<file path="src/rtl/dpram_port_arbiter.sv">
// Two-master round-robin arbiter in front of one port of the byte-enabled data RAM.
// A master can hold the grant across accesses for atomic read-modify-write.
module dpram_port_arbiter #(
    parameter int DATA_WIDTH = 32,
    parameter int ADDR_WIDTH = 7
) (
    input  logic                      clock,
    input  logic                      rst,
    input  logic [ADDR_WIDTH-1:0]     m0_address,
    input  logic                      m0_read,
    input  logic                      m0_write,
    input  logic [DATA_WIDTH-1:0]     m0_writedata,
    input  logic [DATA_WIDTH/8-1:0]   m0_byteena,
    input  logic                      m0_lock,
    output logic                      m0_waitrequest,
    output logic [DATA_WIDTH-1:0]     m0_readdata,
    output logic                      m0_readdatavalid,
    input  logic [ADDR_WIDTH-1:0]     m1_address,
    input  logic                      m1_read,
    input  logic                      m1_write,
    input  logic [DATA_WIDTH-1:0]     m1_writedata,
    input  logic [DATA_WIDTH/8-1:0]   m1_byteena,
    input  logic                      m1_lock,
    output logic                      m1_waitrequest,
    output logic [DATA_WIDTH-1:0]     m1_readdata,
    output logic                      m1_readdatavalid,
    output logic [ADDR_WIDTH-1:0]     ram_address,
    output logic [DATA_WIDTH/8-1:0]   ram_byteena,
    output logic [DATA_WIDTH-1:0]     ram_wrdata,
    output logic                      ram_wren,
    input  logic [DATA_WIDTH-1:0]     ram_rddata
);

    typedef enum logic [1:0] {ST_RR, ST_LOCK0, ST_LOCK1} state_t;

    state_t                  state_q;
    logic                    last_grant_q;
    logic                    rd_valid_q;
    logic                    rd_owner_q;
    logic [ADDR_WIDTH-1:0]   addr_q;
    logic [DATA_WIDTH-1:0]   wrdata_q;

    logic req0, req1, gnt0, gnt1;

    assign req0 = m0_read | m0_write;
    assign req1 = m1_read | m1_write;

    always_comb begin
        gnt0 = 1'b0;
        gnt1 = 1'b0;
        case (state_q)
            ST_LOCK0: gnt0 = req0;
            ST_LOCK1: gnt1 = req1;
            default: begin
                // On contention the master that did not win last time goes first.
                if (req0 && req1) begin
                    gnt0 = last_grant_q;
                    gnt1 = ~last_grant_q;
                end else begin
                    gnt0 = req0;
                    gnt1 = req1;
                end
            end
        endcase
    end

    always_comb begin
        ram_address = addr_q;
        ram_wrdata  = wrdata_q;
        ram_byteena = '0;
        ram_wren    = 1'b0;
        if (gnt0) begin
            ram_address = m0_address;
            ram_wrdata  = m0_writedata;
            ram_byteena = m0_byteena;
            ram_wren    = m0_write;
        end else if (gnt1) begin
            ram_address = m1_address;
            ram_wrdata  = m1_writedata;
            ram_byteena = m1_byteena;
            ram_wren    = m1_write;
        end
    end

    assign m0_waitrequest   = req0 & ~gnt0;
    assign m1_waitrequest   = req1 & ~gnt1;
    assign m0_readdata      = ram_rddata;
    assign m1_readdata      = ram_rddata;
    assign m0_readdatavalid = rd_valid_q & ~rd_owner_q;
    assign m1_readdatavalid = rd_valid_q &  rd_owner_q;

    always_ff @(posedge clock or posedge rst) begin
        if (rst) begin
            state_q      <= ST_RR;
            last_grant_q <= 1'b1;
            rd_valid_q   <= 1'b0;
            rd_owner_q   <= 1'b0;
            addr_q       <= '0;
            wrdata_q     <= '0;
        end else begin
            if (gnt0 || gnt1) begin
                last_grant_q <= gnt1;
                addr_q       <= ram_address;
                wrdata_q     <= ram_wrdata;
            end
            // A combined read+write request is treated as a write only.
            rd_valid_q <= (gnt0 & m0_read & ~m0_write) | (gnt1 & m1_read & ~m1_write);
            rd_owner_q <= gnt1;
            case (state_q)
                ST_LOCK0: if (!m0_lock) state_q <= ST_RR;
                ST_LOCK1: if (!m1_lock) state_q <= ST_RR;
                default: begin
                    if (gnt0 && m0_lock)      state_q <= ST_LOCK0;
                    else if (gnt1 && m1_lock) state_q <= ST_LOCK1;
                end
            endcase
        end
    end

endmodule

</file>
<file path="config.mk">
export PLATFORM = sky130hd
export DESIGN_NAME = dpram_port_arbiter
export DESIGN_NICKNAME = d
export VERILOG_FILES = /design/src/rtl/dpram_port_arbiter.sv
export SDC_FILE = /design/constraint.sdc
export NUM_CORES = 1
export LEC_CHECK = 0
export CAP_MARGIN = 5
export CORE_ASPECT_RATIO = 0.8
export CORE_MARGIN = 2
export CORE_UTILIZATION = 33
export CTS_CLUSTER_SIZE = 10
export DETAILED_ROUTE_END_ITERATION = 8
export GPL_ROUTABILITY_DRIVEN = 1
export GPL_TIMING_DRIVEN = 0
export HOLD_SLACK_MARGIN = 0.02
export PLACE_DENSITY_LB_ADDON = 0.08
export SLEW_MARGIN = 20
export SYNTH_ARGS = -nofsm -noshare
export SYNTH_HDL_FRONTEND = slang
export SYNTH_SLANG_ARGS = --single-unit
export TNS_END_PERCENT = 20
</file>
<file path="constraint.sdc">
create_clock -name clock -period 2.5 [get_ports clock]
set_clock_uncertainty 0.15 [all_clocks]
set_input_delay 0.375 -clock clock [delete_from_list [all_inputs] [get_ports clock]]
set_output_delay 0.375 -clock clock [all_outputs]
set_load 0.02 [all_outputs]
</file>
==> results_dict.tcl <==
set metrics [dict create \
    cts-root-to-sink-buffers 2 \
    max_cap_violations 0 \
    clock_tree.root_cell "sky130_fd_sc_hd__clkbuf_8" \
    grt_util_all_layers 0.186 \
    postSynthCellCount 317 \
    endpoint_kind "output port" \
    static-leakage-power_nw 2.44 \
    postSynthRegisterBits 44 \
    seqCellArea_sq_mm 0.00110 \
    synthMostInstantiatedCell "sky130_fd_sc_hd__o21ai_1" \
    route.antenna.remaining_nets 0 \
    post_dp_cell_area_sq_mm 0.00517 \
    cp_cell_sequence "clkdlybuf4s50_1 > o211a_4 > nor2_8 > buf_12 > buf_12 > mux2i_2 > o21ai_1 > buf_2" \
    die_area_sq_mm 0.00973 \
    slew_worst_pin_ns 0.506 \
    avgViaCountPerCell 4.64 \
    top_cell_type_s_share_of_synthesized_area 0.364 \
    cts_made_buffers 5 \
    floorplan.initialDensity 0.344 \
    drt-pass1-iter-count 5 \
    asyncSetResetFlopFracSynth 1.00 \
    drt_iter0_markers 79 \
    synth_largest_area_cell "sky130_fd_sc_hd__dfrtp_1" \
    globalRouteOverflowTotal 0 \
    ctsHoldBuffers 0 \
    wire_per_inst_um 14.9 \
    fillers 768 \
    violations "setup timing" \
    cts_tree "yes" \
    yosys_warnings 0 \
    total_power_of_the_final_layout_w 0.00747 \
    antennaDiodeCount 0 \
    cpMostUsedCell "sky130_fd_sc_hd__buf_12" \
    synth_cell_type_count 31 \
    power.ir.vdd_worst_mv 0.808 \
    min_path_type "input pin to asynchronous set/reset pin" \
    report.final.hold_viol_count 0 \
    synth_area_leaders "sky130_fd_sc_hd__dfrtp_1 36%, sky130_fd_sc_hd__buf_4 17%, sky130_fd_sc_hd__mux2i_1 13%, sky130_fd_sc_hd__o21ai_1 12%, sky130_fd_sc_hd__nand2_1 5.0%" \
    critical-path-max-stage-delay_ns 0.50 \
    power-per-cell-area_mw_per_mm2 1350 \
    cts.clk_slew.worst_paths_ns 0.08 \
    hpwl_mm 7.34 \
    antenna_found_initial 0 \
    nNetsFinal 666 \
    setup_tns_ns -5.32 \
    timing.critical_path.arrival_ns 2.14 \
    synth.cell_area_sq_mm 0.00295 \
    dieWidth_um 110 \
    pin_count 238 \
    maxSlewHeadroom 0.662 \
    grt_start_max_net_pins 24 \
    remaining_drc_errors 0 \
    status "complete, but fails checks" \
    final_critical_path_setup_slack_ns -0.168 \
    primary_ff_master_synth "sky130_fd_sc_hd__dfrtp_1" \
    tritoncts_sinks 44 \
    cp_max_fanout 10 \
    gp_congestion 0.762 \
    flow.area_growth_from_synthesis_pct 87.3 \
    setup_viol 44 \
    clk_latency_ns 0.29 \
    critPathLaunchType "input pin" \
    synth-seq-area-share 0.373 \
    syn_nets 445 \
    numPortBuffers 205 \
    number_of_vias_in_the_routed_layout 3019 \
    netlist_top_cells_count "68 x sky130_fd_sc_hd__o21ai_1, 65 x sky130_fd_sc_hd__buf_4, 43 x sky130_fd_sc_hd__dfrtp_1" \
    synth-edff-count 0 \
    finalWorstPathRequiredPeriod_ns 2.67 \
    multiInputGateArea_sq_mm 0.00143 \
    timing_worst_setup_path_type "input pin to output port" \
    row_count 30 \
    final_number_of_max_transition_violations 0 \
    period_share 1.07 \
    die-height_um 88.6 \
    rsz0062_at_grt "true" \
    cts.htree.levels 2 \
    postSynthAreaPerCell_sq_um 9.31 \
    ratio_of_cells_with_drive_above_1_in_the_final_layout 0.341 \
    grt_pass1_vias 2954 \
    finish.instance_area_sq_mm 0.00553 \
    floorplan.core_area_sq_mm 0.00860 \
    grt_pass1_wl_mm 14.0 \
    totalWireLength_mm 9.73 \
    achievable-frequency_mhz 375 \
    timing.critical_path.required_ns 1.98 \
    crit_slowest_cell "sky130_fd_sc_hd__clkdlybuf4s50_1" \
]
## final timing paths
kind                                          start                        to  slack [ns]  depth (start not counted)
max reg2reg                  state_q[0]$_DFFE_PP0P_   wrdata_q[7]$_DFFE_PP0P_        0.55                          8
max in group asynchronous                       rst  last_grant_q$_DFFE_PP1P_        1.36                          3
max                                         m0_read             ram_wrdata[7]       -0.17                          8
min reg2reg                last_grant_q$_DFFE_PP1P_  last_grant_q$_DFFE_PP1P_        0.38                          1
min                                             rst  wrdata_q[11]$_DFFE_PP0P_        0.28                          2
min in group clock         last_grant_q$_DFFE_PP1P_  last_grant_q$_DFFE_PP1P_        0.38                          1
## area by class of cell
class / instances / share of cell area
inverter: 5 / 0.00339
multi-input combinational: 187 / 0.259
buffer: 81 / 0.124
timing repair buffer: 214 / 0.371
clock buffer: 8 / 0.0181
sequential: 44 / 0.199
tap: 112 / 0.0253
## what timing repair did
item,4_1_cts,5_1_grt
gates resized for setup,214,73
pin swaps,5,5
setup buffers,2,4
gates cloned,1,2
setup endpoints to repair,46,46
## critical path, delay by kind of cell
family / cells / cell delay, ns
AO/OA/AOI/OAI: 2 / 0.41
buffers and inverters: 4 / 0.97
multiplexers: 1 / 0.26
AND/OR/NAND/NOR: 1 / 0.14
## registers in the layout, indices dropped and copies added, names as in the netlist
signal        cells
rd_valid_q        1
state_q           2
rd_owner_q        1
wrdata_q         32
last_grant_q      1
addr_q            7
## layout by cell type (no fill, tap or decap), types with 2 or more instances in the layout
cell type                           n
sky130_fd_sc_hd__clkdlybuf4s50_1  158
sky130_fd_sc_hd__buf_4             89
sky130_fd_sc_hd__o21ai_1           65
sky130_fd_sc_hd__dfrtp_1           43
sky130_fd_sc_hd__nand2_1           38
sky130_fd_sc_hd__buf_2             25
sky130_fd_sc_hd__mux2i_1           20
sky130_fd_sc_hd__mux2i_4           10
sky130_fd_sc_hd__mux2i_2            9
sky130_fd_sc_hd__o21ai_2            8
sky130_fd_sc_hd__buf_6              8
sky130_fd_sc_hd__o21ai_0            7
sky130_fd_sc_hd__clkbuf_8           7
sky130_fd_sc_hd__buf_12             6
sky130_fd_sc_hd__a22o_1             5
sky130_fd_sc_hd__buf_8              4
sky130_fd_sc_hd__inv_1              3
sky130_fd_sc_hd__nor2_1             3
sky130_fd_sc_hd__o22ai_4            2
sky130_fd_sc_hd__a21oi_1            2
sky130_fd_sc_hd__inv_2              2
sky130_fd_sc_hd__clkbuf_16          2
## through the flow
step	setup WS [ns]	utilization	hold slack, ns	cells
after floorplan	0.0939	-	0.355	317
after global placement	-0.642	0.599	0.363	634
after detailed placement	-0.658	0.602	0.374	635
after CTS	-0.176	0.603	0.289	645
after global routing	-0.261	0.643	0.301	651
final	-0.168	0.643	0.279	651
## cell families (layout without fill, tap and decap cells)
| logic type | count (synthesis) | count (layout) | synth area share |
|---|---|---|---|
| adder cells (fa/ha/maj) | 2 | 2 | 0.00847 |
| AND/OR/NAND/NOR | 48 | 48 | 0.0733 |
| flip-flops | 44 | 44 | 0.373 |
| buffers and inverters | 87 | 308 | 0.223 |
| AO/OA/AOI/OAI | 97 | 98 | 0.189 |
| multiplexers | 39 | 39 | 0.132 |
## power breakdown
part | switching (W) | leakage [nW] | internal (W)
Sequential | 0.000171 | 0.533 | 0.00109
Combinational | 0.00300 | 1.85 | 0.00272
Clock | 0.000232 | 0.0515 | 0.000252
## per-layer routing
layer | share of wire | wire length, um | GRT usage | vias to the layer above
met5 | 0 | 0 | 0 | -
met4 | 0.0076 | 74 | 0.0460 | 0
met3 | 0.095 | 929 | 0.0611 | 7
met2 | 0.50 | 4870 | 0.327 | 120
met1 | 0.40 | 3860 | 0.222 | 1414
li1 | - | - | - | 1478
Note: power is estimated with default switching activity, not from simulation.
